==> config.mk <==
export PLATFORM = sky130hd
export DESIGN_NAME = ov7670_capture_flat
export DESIGN_NICKNAME = d
export VERILOG_FILES = /design/src/rtl/ov7670_capture_if.sv /design/src/rtl/ov7670_capture.sv /design/src/flat_wrapper.sv
export SDC_FILE = /design/constraint.sdc
export NUM_CORES = 1
export LEC_CHECK = 0
export BUFFER_PORTS_ARGS = -buffer_cell sky130_fd_sc_hd__buf_2
export CAP_MARGIN = 20
export CORE_UTILIZATION = 59
export CTS_CLUSTER_SIZE = 12
export DETAILED_ROUTE_END_ITERATION = 7
export GPL_TIMING_DRIVEN = 0
export HOLD_SLACK_MARGIN = 0.06
export PLACE_DENSITY_LB_ADDON = 0.12
export RECOVER_POWER = 25
export SYNTH_ARGS = -nofsm -noshare
export SYNTH_HDL_FRONTEND = slang
export SYNTH_SLANG_ARGS = --single-unit
export TNS_END_PERCENT = 100
==> constraint.sdc <==
create_clock -name CLK_40M -period 4.2 [get_ports CLK_40M]
set_input_delay 0.21 -clock CLK_40M [delete_from_list [all_inputs] [get_ports CLK_40M]]
set_output_delay 0.21 -clock CLK_40M [all_outputs]
set_load 0.01 [all_outputs]
==> src/rtl/ov7670_capture_if.sv <==
// rtl/ov7670_capture_if.sv - camera input and frame-buffer write bundle for ov7670_capture
interface ov7670_capture_if;
  logic        CAP_EN;
  logic        CAM_PCLK;
  logic        CAM_VSYNC;
  logic        CAM_HREF;
  logic [7:0]  CAM_DATA;
  logic        WR_EN;
  logic [16:0] WR_ADDR;
  logic [15:0] WR_DATA;
  logic        FRAME_DONE;
  logic        BUSY;

  modport master (
    input  CAP_EN, CAM_PCLK, CAM_VSYNC, CAM_HREF, CAM_DATA,
    output WR_EN, WR_ADDR, WR_DATA, FRAME_DONE, BUSY
  );

  modport slave (
    output CAP_EN, CAM_PCLK, CAM_VSYNC, CAM_HREF, CAM_DATA,
    input  WR_EN, WR_ADDR, WR_DATA, FRAME_DONE, BUSY
  );
endinterface

==> src/rtl/ov7670_capture.sv <==
// rtl/ov7670_capture.sv - OV7670 RGB565 byte-stream capture into a cropped frame buffer
module ov7670_capture #(
  parameter int X_SIZE     = 240,
  parameter int Y_SIZE     = 320,
  parameter int FRAME_SKIP = 10
) (
  input  logic CLK_40M,
  input  logic RST,
  ov7670_capture_if.master bus
);
  localparam int XW  = $clog2(X_SIZE + 1);
  localparam int YW  = $clog2(Y_SIZE + 1);
  localparam int SKW = $clog2(FRAME_SKIP + 2);

  typedef enum logic [1:0] {IDLE, SKIP, CAPTURE} state_t;

  state_t state, next_state;

  logic [1:0] pclk_s, vsync_s, href_s;
  logic [7:0] data_s1, data_s2;
  logic       pclk_d, vsync_d, href_d;
  logic       s, v_rise, h_fall;

  logic [SKW-1:0] skip_cnt;
  logic [XW-1:0]  x;
  logic [YW-1:0]  y;
  logic           phase;
  logic [7:0]     hi;
  logic           wr_en, frame_done, busy;
  logic [16:0]    wr_addr;
  logic [15:0]    wr_data;

  // All four camera inputs see the same two-stage delay so PCLK edges line up with data.
  always_ff @(posedge CLK_40M) begin
    if (RST) begin
      pclk_s  <= '0;
      vsync_s <= '0;
      href_s  <= '0;
      data_s1 <= '0;
      data_s2 <= '0;
      pclk_d  <= 1'b0;
      vsync_d <= 1'b0;
      href_d  <= 1'b0;
    end else begin
      pclk_s  <= {pclk_s[0], bus.CAM_PCLK};
      vsync_s <= {vsync_s[0], bus.CAM_VSYNC};
      href_s  <= {href_s[0], bus.CAM_HREF};
      data_s1 <= bus.CAM_DATA;
      data_s2 <= data_s1;
      pclk_d  <= pclk_s[1];
      vsync_d <= vsync_s[1];
      href_d  <= href_s[1];
    end
  end

  assign s      = pclk_s[1] & ~pclk_d;
  assign v_rise = vsync_s[1] & ~vsync_d;
  assign h_fall = ~href_s[1] & href_d;

  always_ff @(posedge CLK_40M) begin
    if (RST) state <= IDLE;
    else     state <= next_state;
  end

  always_comb begin
    next_state = state;
    case (state)
      IDLE:    if (bus.CAP_EN) next_state = SKIP;
      SKIP: begin
        if (!bus.CAP_EN)
          next_state = IDLE;
        else if (v_rise && skip_cnt == SKW'(FRAME_SKIP))
          next_state = CAPTURE;
      end
      CAPTURE: if (v_rise && !bus.CAP_EN) next_state = IDLE;
      default: next_state = IDLE;
    endcase
  end

  always_comb begin
    busy = 1'b0;
    if (state == CAPTURE) busy = 1'b1;
  end

  always_ff @(posedge CLK_40M) begin
    if (RST) begin
      skip_cnt   <= '0;
      x          <= '0;
      y          <= '0;
      phase      <= 1'b0;
      hi         <= '0;
      wr_en      <= 1'b0;
      wr_addr    <= '0;
      wr_data    <= '0;
      frame_done <= 1'b0;
    end else begin
      wr_en      <= 1'b0;
      frame_done <= 1'b0;
      case (state)
        IDLE: if (bus.CAP_EN) skip_cnt <= '0;
        SKIP: begin
          if (bus.CAP_EN && v_rise) begin
            if (skip_cnt == SKW'(FRAME_SKIP)) begin
              x     <= '0;
              y     <= '0;
              phase <= 1'b0;
            end else begin
              skip_cnt <= skip_cnt + SKW'(1);
            end
          end
        end
        CAPTURE: begin
          if (v_rise) begin
            frame_done <= 1'b1;
            x          <= '0;
            y          <= '0;
            phase      <= 1'b0;
          end else if (h_fall) begin
            // Lines with no complete pixel do not consume a frame-buffer row.
            if (x != '0 && y != YW'(Y_SIZE)) y <= y + YW'(1);
            x     <= '0;
            phase <= 1'b0;
          end else if (s && href_s[1]) begin
            if (!phase) begin
              hi    <= data_s2;
              phase <= 1'b1;
            end else begin
              phase <= 1'b0;
              if (x != XW'(X_SIZE)) x <= x + XW'(1);
              if (x < XW'(X_SIZE) && y < YW'(Y_SIZE)) begin
                wr_en   <= 1'b1;
                wr_addr <= 17'(y) * 17'(X_SIZE) + 17'(x);
                wr_data <= {hi, data_s2};
              end
            end
          end
        end
        default: ;
      endcase
    end
  end

  assign bus.WR_EN      = wr_en;
  assign bus.WR_ADDR    = wr_addr;
  assign bus.WR_DATA    = wr_data;
  assign bus.FRAME_DONE = frame_done;
  assign bus.BUSY       = busy;
endmodule

==> src/flat_wrapper.sv <==
// flat-port wrapper written by rule: the top's interface ports become plain ports
module ov7670_capture_flat 
#(
  parameter int X_SIZE     = 240,
  parameter int Y_SIZE     = 320,
  parameter int FRAME_SKIP = 10
)
  (CLK_40M, RST, bus_CAP_EN, bus_CAM_PCLK, bus_CAM_VSYNC, bus_CAM_HREF, bus_CAM_DATA, bus_WR_EN, bus_WR_ADDR, bus_WR_DATA, bus_FRAME_DONE, bus_BUSY);
  ov7670_capture_if bus_i ();
  input  logic CLK_40M;
  input  logic RST;
  input wire logic [$bits(bus_i.CAP_EN)-1:0] bus_CAP_EN;
  input wire logic [$bits(bus_i.CAM_PCLK)-1:0] bus_CAM_PCLK;
  input wire logic [$bits(bus_i.CAM_VSYNC)-1:0] bus_CAM_VSYNC;
  input wire logic [$bits(bus_i.CAM_HREF)-1:0] bus_CAM_HREF;
  input wire logic [$bits(bus_i.CAM_DATA)-1:0] bus_CAM_DATA;
  output wire logic [$bits(bus_i.WR_EN)-1:0] bus_WR_EN;
  output wire logic [$bits(bus_i.WR_ADDR)-1:0] bus_WR_ADDR;
  output wire logic [$bits(bus_i.WR_DATA)-1:0] bus_WR_DATA;
  output wire logic [$bits(bus_i.FRAME_DONE)-1:0] bus_FRAME_DONE;
  output wire logic [$bits(bus_i.BUSY)-1:0] bus_BUSY;
  assign bus_i.CAP_EN = bus_CAP_EN;
  assign bus_i.CAM_PCLK = bus_CAM_PCLK;
  assign bus_i.CAM_VSYNC = bus_CAM_VSYNC;
  assign bus_i.CAM_HREF = bus_CAM_HREF;
  assign bus_i.CAM_DATA = bus_CAM_DATA;
  assign bus_WR_EN = bus_i.WR_EN;
  assign bus_WR_ADDR = bus_i.WR_ADDR;
  assign bus_WR_DATA = bus_i.WR_DATA;
  assign bus_FRAME_DONE = bus_i.FRAME_DONE;
  assign bus_BUSY = bus_i.BUSY;
  ov7670_capture #(.X_SIZE(X_SIZE), .Y_SIZE(Y_SIZE), .FRAME_SKIP(FRAME_SKIP)) u_core (.CLK_40M(CLK_40M), .RST(RST), .bus(bus_i));
endmodule
After elaboration in Yosys (flattened, before gate mapping)
Index checks and enable logic that the tools add are counted.

storage, ports and cells
  bits in registers = 92
  logic and storage cells = 105

cells by class
  add/subtract/negate cells = 4
  $mul = 1
  $lt $le $gt $ge = 2
  equality and inequality tests = 16
  multiplexer cells = 33
  bitwise operators = 11
  reductions and logical operators = 20

operators with widths
  operator                                               count
  two-way mux 8 bit                                      7
  two-way mux 9 bit                                      5
  one-hot mux 9 bit (2 select lines)                     1
  adder 17 x 8 -> 17 bit                                 1
  one-hot mux 8 bit (2 select lines)                     1
  multiplier 9 x 4 -> 13 bit, second input constant      1
  two-way mux 4 bit                                      3
  AND reduction 6 bit                                    2
  AND reduction 5 bit                                    2
  adder 9 x 1 -> 9 bit, second input constant            1
  less-than comparator 9 bit, second input constant      1
  two-way mux 1 bit                                      9
  inequality test 9 bit, second input constant           1
  adder 8 x 1 -> 8 bit, second input constant            1
  less-than comparator 8 bit, second input constant      1
  two-way mux 2 bit                                      4
  inequality test 4 x 2 -> 1 bit, second input constant  2
  inequality test 8 bit, second input constant           1
  inverter 1 bit                                         8
  one-hot mux 4 bit (2 select lines)                     1
  AND reduction 4 bit                                    2
  nonzero test 8 bit                                     1
  logical AND 1 bit                                      6
  inequality test 2 x 1 -> 1 bit, second input constant  3
  17 further kinds                                       22

Logic depth before layout (Yosys ltp)
  depth after elaboration = 7
  mapped depth = 12

Worst setup path after synthesis
No wires, ideal clock.

  path kind = reg-to-reg
  from = register u_core.y[0]
  to = register u_core.wr_addr[16] (netlist: u_core.bus.WR_ADDR[16])
  library setup time = 74 ps
  arrival = 3691 ps
  slack = 435 ps
  cell stages (with the launch flop) = 13
  buffers on the path = 0
  cell sequence = dfxtp_1 fa_1 inv_1 fa_1 inv_1 fa_1 ha_1 a21oi_1 a21o_1 nor4_4 nand4_1 or4_1 a31oi_1

on the way
  longest elaborated chain between the ends = 3
  elaborated cells on any way between the ends = 5

RTL lines
  element                                                         line                   RTL
  from (decl)                                                     ov7670_capture.sv:26   logic [YW-1:0] y;
  from (signal assigned)                                          ov7670_capture.sv:120  if (x != '0 && y != YW'(Y_SIZE)) y <= y + YW'(1);
  branches (longest 3 deep; another with adder 17 x 8 -> 17 bit)  --
  to (signal assigned)                                            ov7670_capture.sv:132  wr_addr <= 17'(y) * 17'(X_SIZE) + 17'(x);
  to (decl)                                                       ov7670_capture.sv:30   logic [16:0] wr_addr;

Parallel ways; which one is timed is not known.
A chain may end at the register's enable or synchronous reset.

Worst setup path after layout
Same ends and word-level chain as after synthesis.

==> flow_summary_export.csv <==
group,metric,value,unit
worst_setup_path,crit_type,"register to register",
pwr,intPower,1190,µW
worst_setup_path,r2r_cells,12,
pwr,seq_power_share,55.9,%
worst_setup_path,arrival,4.29,ns
worst_setup_path,critPathCaptureType,"register",
timing,slew_headroom,54.6,%
timing,holdWs,0.0663,ns
synthesis,yosysTopAreaCell,"dfxtp_1",
synthesis,yosysTopAreaCellShare,37.8,%
clock_network,postCtsSetupRepairBufs,0,
timing,fin_setup_tns,0,ns
die,die_w,92.9,µm
clock_network,clock_sinks,92,
placed_design,placed_area,0.00524,mm²
drt,antenna_left,0,
timing,tightest_slew,0.676,ns
clock_network,htree_num_levels,3,
timing,finalSetupViolCount,0,
grt,grtUsageTotal,25.1,%
worst_setup_path,cp_max_fo,7,
die,dieArea,0.00863,mm²
synthesis,synth_edf_count,0,
drt,viasPerCell,5.41,
timing,fin_crit_sh,95.3,%
clock_network,cts_root_buffer,"clkbuf_8",
placed_design,dp_hpwl,7650,µm
grt,grt_overflow,0,
synthesis,synth-seq-area-share,37.8,%
pwr,power_switching,424,µW
die,initial_core_util,62.1,%
outcome,status,"finished clean",
final_layout,area_delta_synth_final,13.7,%
die,coreArea,0.00785,mm²
final_layout,nNetsFinal,671,
grt,grt_pass1_vias,3691,
final_layout,fill_cells,615,
clock_network,cts_tree,"done",
pwr,switching_share,26.3,%
grt,grt_max_degree,18,
grt,grt_first_pass_wirelength,17000,µm
timing,drv_slew,0,
pwr,power.leakage,0.00235,µW
synthesis,synthesis.area,0.00487,mm²
pwr,cellPowerDensity,291,mW/mm²
die,dieHeight,92.9,µm
die,num_io_pins,50,
hold_path,hp-start,"bus_CAM_DATA[1]",
drt,drc,0,
hold_path,hold_path_end,"u_core.data_s1[1]$_SDFF_PP0_",
worst_setup_path,r2r_start,"u_core.y[0]$_SDFFE_PP0P_",
clock_network,clock_latency,0.36,ns
pwr,ir_drop,0.000397,V
final_layout,design_area,0.00554,mm²
synthesis,yosys_warnings,0,
synthesis,synth-seq-cells,92,
synthesis,synth_nets,602,
worst_setup_path,rrSetupSlack,0.20,ns
synthesis,synthCells,533,
final_layout,diodes,0,
clock_network,clk_pin_slew,0.10,ns
pwr,p_comb_share,8.1,%
synthesis,ys_async_sr_fraction,0,%
timing,max_clock_freq,250,MHz
placed_design,gp_congestion,0.810,
synthesis,synth.top_cells.by_area,"dfxtp_1 38%, ha_1 10%, fa_1 6.6%",
synthesis,synth_flop_cell,"dfxtp_1",
synthesis,synth_area_per_cell,9.14,µm²
drt,drt-pass1-iter-count,4,
drt,wl_per_cell,14.3,µm
drt,wl,10200,µm
job,maxCapViolations,0,
timing,hold_viol,0,
timing,rsz0062_at_grt,"false",
worst_setup_path,critPathLaunchType,"register",
drt,drt-initial-drc-count,150,
final_layout,drive_gt1_share,12.5,%
timing,clock-skew-final,0.0106,ns
clock_network,cts.path.max_buffers,2,
grt,grt_antenna_before_repair,0,
hold_path,hold-path-cell-count,2,
hold_path,hold_class,"input pin to register",
die,row_count,32,
worst_setup_path,regToRegEndpoint,"u_core.bus.WR_ADDR[16]$_SDFFE_PP0P_",
drt,num_vias,3837,
placed_design,io_buffers,48,
clock_network,cts_buffers,9,
worst_setup_path,worst-endpoint-required,4.49,ns
timing,fin_crit,4.00,ns
synthesis,synth_cell_type_count,55,
pwr,clock_power_share,36.0,%
## worst max-delay path: stages (launching register included)
cell and delay, ns:
dfxtp_4 0.39, fa_1 0.57, inv_1 0.06, fa_1 0.48
inv_1 0.06, fa_1 0.49, ha_4 0.32, nand3_1 0.10
a21o_1 0.23, nor4_4 0.30, nand4_1 0.21, or4_1 0.57
a31oi_1 0.17
## power groups by stage
stage	logic [µW]	clock network (µW)	registers, µW
final	131	579	901
after detailed placement	120	0	920
after global placement	115	0	919
after floorplan	89.4	0	917
after global routing	144	627	904
after CTS	126	587	900
## worst max-delay path by stage
stage          slack [ns]  cells past startpoint                                  end                      from
2_1_floorplan        0.43                     12  u_core.bus.WR_ADDR[16]$_SDFFE_PP0P_  u_core.y[0]$_SDFFE_PP0P_
3_3_place_gp         0.18                     12  u_core.bus.WR_ADDR[16]$_SDFFE_PP0P_  u_core.y[0]$_SDFFE_PP0P_
3_5_place_dp         0.13                     12  u_core.bus.WR_ADDR[16]$_SDFFE_PP0P_  u_core.y[0]$_SDFFE_PP0P_
4_1_cts              0.07                     12  u_core.bus.WR_ADDR[16]$_SDFFE_PP0P_  u_core.y[0]$_SDFFE_PP0P_
5_1_grt             0.009                     11  u_core.bus.WR_ADDR[16]$_SDFFE_PP0P_  u_core.y[3]$_SDFFE_PP0P_
6_report             0.20                     12  u_core.bus.WR_ADDR[16]$_SDFFE_PP0P_  u_core.y[0]$_SDFFE_PP0P_
## synthesized netlist by cell type (3+ instances only)
library cell / count
and3_1: 6
clkbuf_1: 14
o31ai_1: 3
nand3_1: 6
xor2_1: 7
a211oi_1: 12
ha_1: 39
a31oi_1: 4
a21o_1: 3
nand2_1: 63
nor2b_1: 29
nor2_1: 48
fa_1: 16
xnor2_1: 21
mux2i_1: 9
a21oi_1: 38
nand2b_1: 3
and3b_1: 3
nor3_1: 5
dfxtp_1: 92
a2111oi_0: 3
inv_1: 39
o21ai_0: 14
or4_1: 3
and2_1: 4
nand4_1: 9
## cell usage in the layout, fill, tap and decap left out, types with 4 or more instances in the layout
cell and n:
buf_2 44, inv_1 39, fa_1 16, nor2b_1 29
a211oi_1 12, xnor2_1 21, mux2i_1 9, a31oi_1 4
dfxtp_1 91, ha_1 38, and3_1 6, clkbuf_1 19
xor2_1 7, nand2_1 63, nand3_1 6, a21oi_1 38
nor2_1 48, o21ai_0 13, clkbuf_8 11, nor3_1 5
nand4_1 9, and2_1 4, dlygate4sd3_1 10
## through the flow
step | instances | util (%) | worst slack, ns | power (µW)
after floorplan | 533 | - | 0.435 | 1010
after global routing | 709 | 70.6 | 0.00933 | 1680
after detailed placement | 683 | 66.8 | 0.127 | 1040
after global placement | 683 | 66.8 | 0.179 | 1030
final | 709 | 70.6 | 0.197 | 1610
after CTS | 708 | 70.4 | 0.0704 | 1610
## cell families after synthesis
logic type | Yosys count | share of synthesized area, %
AO/OA/AOI/OAI | 101 | 14.2
multiplexers | 9 | 1.85
XOR/XNOR | 29 | 5.37
buffers and inverters | 57 | 4.93
flip-flops | 92 | 37.8
AND/OR/NAND/NOR | 190 | 19.3
adder cells (fa/ha/maj) | 55 | 16.6
## routing by layer
metal  routed length, µm  GRT usage (%)
met4                 106           5.38
met2                4960           41.8
met5                   0              0
met3                 367           5.50
met1                4730           33.4
## flip-flops by register name, summed over array words and instances, names as in the netlist, 4 cells and up
register            cells
u_core.skip_cnt         4
u_core.data_s1          8
u_core.bus.WR_ADDR     17
u_core.y                9
u_core.x                8
u_core.data_s2          8
u_core.hi               8
u_core.bus.WR_DATA     16
## timing repair
action | in CTS | in global routing
resized for setup | 0 | 4
hold endpoints to repair | 9 | 1
setup endpoints to repair | 0 | 2
hold buffers | 9 | 1
## area by class of cell
class	instances	area (µm²)	area share [%]
clock inverter	6	53.8	0.971
timing repair buffer	58	334	6.03
clock buffer	10	138	2.48
inverter	39	146	2.64
tap	102	128	2.30
sequential	92	1850	33.3
buffer	18	93.8	1.69
multi-input combinational	384	2800	50.6
Note: power is estimated with default switching activity, not from simulation.
